File: src/rtl/alu_iter.sv
// rtl/alu_iter.sv - multi-cycle ALU: add, subtract, iterative multiply, iterative divide
//
// Purpose:
//   Accepts one operation at a time over a valid/ready handshake and returns a
//   registered 2*WIDTH_P-bit result over a second valid/ready handshake.
//   Add/Sub finish in one cycle. Mul (shift-add) and Div (restoring) use one
//   datapath step per cycle for WIDTH_P cycles. The result is held until the
//   next result is written.
//
// Configuration:
//   ALU_ITER_DIV_EN - when defined, the divider is built and opcode 4 is Div.
//                     When undefined, opcode 4 is illegal and div0_o is tied to 0.
//
// Ports:
//   clk_i        in   clock, all logic on the rising edge
//   reset_i      in   synchronous active-high reset
//   valid_i      in   request valid
//   opcode_i     in   0 Nop, 1 Add, 2 Sub, 3 Mul, 4 Div, 5-7 illegal
//   operand_a_i  in   operand A (dividend for Div)
//   operand_b_i  in   operand B (divisor for Div)
//   ready_o      out  ALU can accept a request (idle)
//   ready_i      in   downstream can take the result
//   result_o     out  registered result
//   div0_o       out  result_o came from a divide by zero
//   valid_o      out  result_o/div0_o valid
module alu_iter #(
  parameter int unsigned WIDTH_P = 32
) (
  input  logic                   clk_i,
  input  logic                   reset_i,
  input  logic                   valid_i,
  input  logic [2:0]             opcode_i,
  input  logic [WIDTH_P-1:0]     operand_a_i,
  input  logic [WIDTH_P-1:0]     operand_b_i,
  output logic                   ready_o,
  input  logic                   ready_i,
  output logic [2*WIDTH_P-1:0]   result_o,
  output logic                   div0_o,
  output logic                   valid_o
);

  localparam int unsigned CntW = $clog2(WIDTH_P) + 1;
  localparam logic [CntW-1:0] LastIter = CntW'(WIDTH_P - 1);

  // Opcode 0 (Nop) and 5-7 fall through every decode below and are simply consumed.
  localparam logic [2:0] OpAdd = 3'd1;
  localparam logic [2:0] OpSub = 3'd2;
  localparam logic [2:0] OpMul = 3'd3;
`ifdef ALU_ITER_DIV_EN
  localparam logic [2:0] OpDiv = 3'd4;
`endif

  typedef enum logic [1:0] {
    StIdle = 2'd0,
    StBusy = 2'd1,
    StDone = 2'd2
  } state_e;

  state_e state_q, state_d;

  logic                   accept;
  logic                   is_add, is_sub, is_mul;
  logic [WIDTH_P:0]       add_sum, sub_diff;

  // p_q is the shared iterative register: {partial product, multiplier} for Mul,
  // {partial remainder, dividend/quotient} for Div. opnd_q holds the operand
  // that stays fixed during iteration (multiplicand or divisor).
  logic [2*WIDTH_P-1:0]   p_q, p_step;
  logic [WIDTH_P-1:0]     opnd_q;
  logic [CntW-1:0]        cnt_q;
  logic [2*WIDTH_P-1:0]   result_q;
  logic                   div0_q;

  logic [WIDTH_P-1:0]     mul_addend;
  logic [WIDTH_P:0]       mul_sum;
  logic [2*WIDTH_P-1:0]   mul_step;

  assign accept = valid_i & ready_o;
  assign is_add = (opcode_i == OpAdd);
  assign is_sub = (opcode_i == OpSub);
  assign is_mul = (opcode_i == OpMul);

  // The top bit of sub_diff is the borrow, since both operands are zero-extended.
  assign add_sum  = {1'b0, operand_a_i} + {1'b0, operand_b_i};
  assign sub_diff = {1'b0, operand_a_i} - {1'b0, operand_b_i};

  // Shift-add: conditionally add the multiplicand into the upper half, then shift
  // the whole register right so the next multiplier bit lands in bit 0.
  assign mul_addend = p_q[0] ? opnd_q : '0;
  assign mul_sum    = {1'b0, p_q[2*WIDTH_P-1:WIDTH_P]} + {1'b0, mul_addend};
  assign mul_step   = {mul_sum, p_q[WIDTH_P-1:1]};

`ifdef ALU_ITER_DIV_EN
  logic                   is_div, div_by_zero, div_mode_q;
  logic [WIDTH_P:0]       div_diff;
  logic [2*WIDTH_P-1:0]   div_step;

  assign is_div      = (opcode_i == OpDiv);
  assign div_by_zero = (operand_b_i == '0);

  // Restoring step on {remainder, next dividend bit}. The partial remainder is
  // always below the divisor, so the shifted value is below 2*divisor and the
  // top bit of a (WIDTH_P+1)-bit difference is exactly the borrow.
  assign div_diff = p_q[2*WIDTH_P-1:WIDTH_P-1] - {1'b0, opnd_q};
  assign div_step = div_diff[WIDTH_P] ? {p_q[2*WIDTH_P-2:0], 1'b0}
                                      : {div_diff[WIDTH_P-1:0], p_q[WIDTH_P-2:0], 1'b1};
  assign p_step   = div_mode_q ? div_step : mul_step;
`else
  assign p_step   = mul_step;
`endif

  always_ff @(posedge clk_i) begin
    if (reset_i) begin
      state_q <= StIdle;
    end else begin
      state_q <= state_d;
    end
  end

  always_comb begin
    state_d = state_q;
    ready_o = 1'b0;
    valid_o = 1'b0;
    case (state_q)
      StIdle: begin
        ready_o = 1'b1;
        if (valid_i) begin
          if (is_add || is_sub) begin
            state_d = StDone;
          end else if (is_mul) begin
            state_d = StBusy;
          end
`ifdef ALU_ITER_DIV_EN
          else if (is_div) begin
            state_d = div_by_zero ? StDone : StBusy;
          end
`endif
        end
      end
      StBusy: begin
        if (cnt_q == LastIter) begin
          state_d = StDone;
        end
      end
      StDone: begin
        valid_o = 1'b1;
        if (ready_i) begin
          state_d = StIdle;
        end
      end
      default: state_d = StIdle;
    endcase
  end

  always_ff @(posedge clk_i) begin
    if (reset_i) begin
      p_q        <= '0;
      opnd_q     <= '0;
      cnt_q      <= '0;
      result_q   <= '0;
      div0_q     <= 1'b0;
`ifdef ALU_ITER_DIV_EN
      div_mode_q <= 1'b0;
`endif
    end else begin
      case (state_q)
        StIdle: begin
          if (accept) begin
            cnt_q <= '0;
            if (is_add) begin
              result_q <= {{WIDTH_P{add_sum[WIDTH_P]}}, add_sum[WIDTH_P-1:0]};
              div0_q   <= 1'b0;
            end else if (is_sub) begin
              result_q <= {{WIDTH_P{sub_diff[WIDTH_P]}}, sub_diff[WIDTH_P-1:0]};
              div0_q   <= 1'b0;
            end else if (is_mul) begin
              opnd_q     <= operand_a_i;
              p_q        <= {{WIDTH_P{1'b0}}, operand_b_i};
`ifdef ALU_ITER_DIV_EN
              div_mode_q <= 1'b0;
`endif
            end
`ifdef ALU_ITER_DIV_EN
            else if (is_div) begin
              if (div_by_zero) begin
                result_q <= {operand_a_i, {WIDTH_P{1'b1}}};
                div0_q   <= 1'b1;
              end else begin
                opnd_q     <= operand_b_i;
                p_q        <= {{WIDTH_P{1'b0}}, operand_a_i};
                div_mode_q <= 1'b1;
              end
            end
`endif
          end
        end
        StBusy: begin
          p_q   <= p_step;
          cnt_q <= cnt_q + CntW'(1);
          // The final step is written straight into the result register so the
          // answer is visible on the same edge the FSM enters StDone.
          if (cnt_q == LastIter) begin
            result_q <= p_step;
            div0_q   <= 1'b0;
          end
        end
        default: ;
      endcase
    end
  end

  assign result_o = result_q;
  assign div0_o   = div0_q;

endmodule

File: config.mk
export PLATFORM = sky130hd
export DESIGN_NAME = alu_iter
export DESIGN_NICKNAME = d
export VERILOG_FILES = /design/src/rtl/alu_iter.sv
export SDC_FILE = /design/constraint.sdc
export NUM_CORES = 1
export LEC_CHECK = 0
export BUFFER_PORTS_ARGS = -buffer_cell sky130_fd_sc_hd__buf_2
export CAP_MARGIN = 25
export CORE_MARGIN = 4
export CORE_UTILIZATION = 59
export CTS_CLUSTER_SIZE = 10
export DETAILED_ROUTE_END_ITERATION = 16
export HOLD_SLACK_MARGIN = 0.05
export PLACE_DENSITY = 0.81
export SYNTH_ARGS = -nofsm -noshare
export SYNTH_HDL_FRONTEND = slang
export SYNTH_SLANG_ARGS = --single-unit
File: constraint.sdc
create_clock -name clk_i -period 6.85 [get_ports clk_i]
set_input_delay 1.37 -clock clk_i [delete_from_list [all_inputs] [get_ports clk_i]]
set_output_delay 1.37 -clock clk_i [all_outputs]
set_load 0.005 [all_outputs]
==> impl_metrics.ini <==
[yosys]
ys_warn_count = 0
synth-main-ff-cell = dfxtp_1
postSynthAreaPerCell_um2 = 7.78
seq_area_frac_synth = 0.302
synth-async-reset-ratio = 0
synth.distinct_cells = 68
synth_top_area_share = 0.302
synth.area.top_cells = dfxtp_1 (30%), ha_1 (7.5%), a21oi_1 (7.2%)
yosysMostFrequentCell = nand2_1
syn_inst = 1430
syn_nets = 1570
synth.cell_area_um2 = 11100
synth_common_cells = nand2_1 (196), dfxtp_1 (168), a21oi_1 (161), nor2_1 (141), clkbuf_1 (79)
synth_edf_count = 0
synth_top_area_cell = dfxtp_1
synth_seq_cells = 168

[routing]
dr.pass1.iters = 5
wl_per_cell_um = 17.4
wl_um = 30400
vias = 10800
avgViaCountPerCell = 6.15
ant_nets = 0
drc = 0
drtIter0Drc = 1023

[clock_network]
cts_buffers = 17
cts_tree = yes
clockBufferDepth = 2
clk_pin_slew_worst_paths_ns = 0.07
cts_setup_buffers = 0
clockRootBuffer = clkbuf_16
insertion_delay_ns = 0.43
cts_sinks = 168
cts_hold_repair.buffers = 0
ctsResizeCount = 0
h-tree-depth = 4

[layout]
multi_input_area_um2 = 7330
area_growth_pct = 11.9
fillers = 1568
layout-drive-gt1-share = 0.161
final-instance-count-excl-fill = 1750
seqCellArea_um2 = 3360
layout.nets = 1647

[run_status]
status = complete, no violations

[global_route]
grt_pass1_wl_um = 49600
grt_pass1_vias = 9965
grt_max_degree = 107
grt_usage = 0.278
overflow = 0
antenna_found_initial = 1

[worst_setup_path]
critPathCaptureType = register
cp-startpoint = operand_b_i[0]
cpMostUsedCell = nor4_1
critPathSlowestCell = nor4_1
slowest_delay_ns = 0.47
cp_max_fo = 31
crit_type = primary input to register
path_cells = buf_2 > or2_2 > nor4_1 > nand2_1 > nor4_1 > buf_4 > nand2_1 > nor3_1 > a21oi_1 > xor2_1 > ha_1 > a21oi_1 > o21ai_0 > nor4_1 > o41a_1 > nand3_1 > nor3_1 > nor3_4 > buf_4 > a311oi_2
r2r-start = p_q[0]
crit_family = simple AND/OR/NAND/NOR gates
start_kind = primary input
required_ns = 7.13
arrival_ns = 6.19
path_buf_inv = 3

[floorplanning]
die_y_um = 145
dieArea_um2 = 21100
die_w_um = 145
top_level_ports = 138
initial_utilization = 0.609
core-area_um2 = 18300
rows = 49

[job]
maxCapViolations = 0

[worst_hold_path]
min_from = opnd_q[19]
hold_path_class = register to register

[power]
p_leak_nw = 5.13
power_mw = 2.48
ir_drop_mv = 0.172
p_per_area_nw_per_um2 = 199

[timing]
grt_setup_unrepaired = false
tns_ns = 0
relSlewSlack = 0.393
finalCriticalPeriod_ns = 5.91
setup_viol = 0
worst_pin_slew_ns = 0.910
fmax_ghz = 0.169
maxSlewViolCount = 0
fin_crit_sh = 0.863
setup_slack_ns = 0.941
fin_skew_ns = 0.00675
finalHoldViolCount = 0

[place]
hpwlAfterDp_um = 22100
pre_cts_ws_ns = 0.598
dpl.cell_count = 1716
io_buffer_count = 136
gp_congestion = 0.979
[stage by stage]
stage | hold WS [ns] | util | instance area (µm²)
floorplan | 0.432 | - | 11100
global placement | 0.438 | 0.649 | 11900
detailed placement | 0.442 | 0.649 | 11900
CTS | 0.450 | 0.680 | 12400
global route | 0.473 | 0.682 | 12500
finish | 0.450 | 0.682 | 12500
[state kept, by name, summed over array words and instances, names as in the netlist]
name and flops:
result_o 64, cnt_q 6, state_q 2, p_q 64, opnd_q 32
[worst min-delay path: stages (launching register included)]
cell and delay (ns):
dfxtp_1 0.31, nand2_1 0.05, a21oi_1 0.05
[layer usage]
metal | wire (µm) | GRT usage | up-vias
met5 | 0 | 0 | -
met4 | 616 | 0.0845 | 0
met3 | 2280 | 0.0420 | 54
met2 | 13500 | 0.431 | 420
met1 | 14000 | 0.402 | 4984
li1 | - | - | 5306
[worst paths after layout]
| path | cells past startpoint | slack, ns | end |
|---|---|---|---|
| min reg2reg | 2 | 0.45 | opnd_q[19] |
| max reg2reg | 11 | 2.97 | result_o[63] |
| max | 20 | 0.94 | result_o[56] |
| min | 2 | 0.45 | opnd_q[19] |
[final cells by class]
type	instances	area share
clock inverters	10	0.00753
repair buffers	149	0.0646
inverters	26	0.00784
well taps	229	0.0230
clock buffers	22	0.0381
diodes	1	0.000201
multi-input cells	1145	0.589
flip-flops and latches	168	0.270
[power breakdown]
part / switching [mW] / total [mW] / internal, mW
sequential: 0.0227 / 1.04 / 1.02
combinational: 0.301 / 0.501 / 0.200
clock: 0.409 / 0.939 / 0.530
total: 0.732 / 2.48 / 1.75
[cells by family after synthesis]
logic type                 Yosys count  share of synthesized area
AOI/OAI and AO/OA                  431                      0.262
xor gates and xnor gates            69                     0.0543
adders and majority gates           69                     0.0789
buffers and inverters              117                     0.0418
DFF                                168                      0.302
muxes                               38                     0.0357
other                                1                   0.000337
and+or+nand+nor                    537                      0.225
[cell usage in the layout (no fill, tap or decap), types with 9 or more instances in the layout]
master and count:
nor2_1 139, nand2b_1 9, o21bai_1 12, inv_1 26
xnor2_1 40, o21ai_0 54, a21o_1 34, a31oi_1 12
o31ai_1 9, and3_1 14, buf_2 135, buf_4 12
a21oi_1 161, and2_1 40, mux2i_1 24, o21a_1 11
a311oi_1 10, nand4_1 17, o211ai_1 11, nand2_1 196
dfxtp_1 168, a211oi_1 42, xor2_1 29, nand3_1 33
ha_1 67, clkbuf_16 17, nor3_1 28, or3_1 10
mux2_2 14, a211oi_2 27
(Power assumes the default switching activity.)
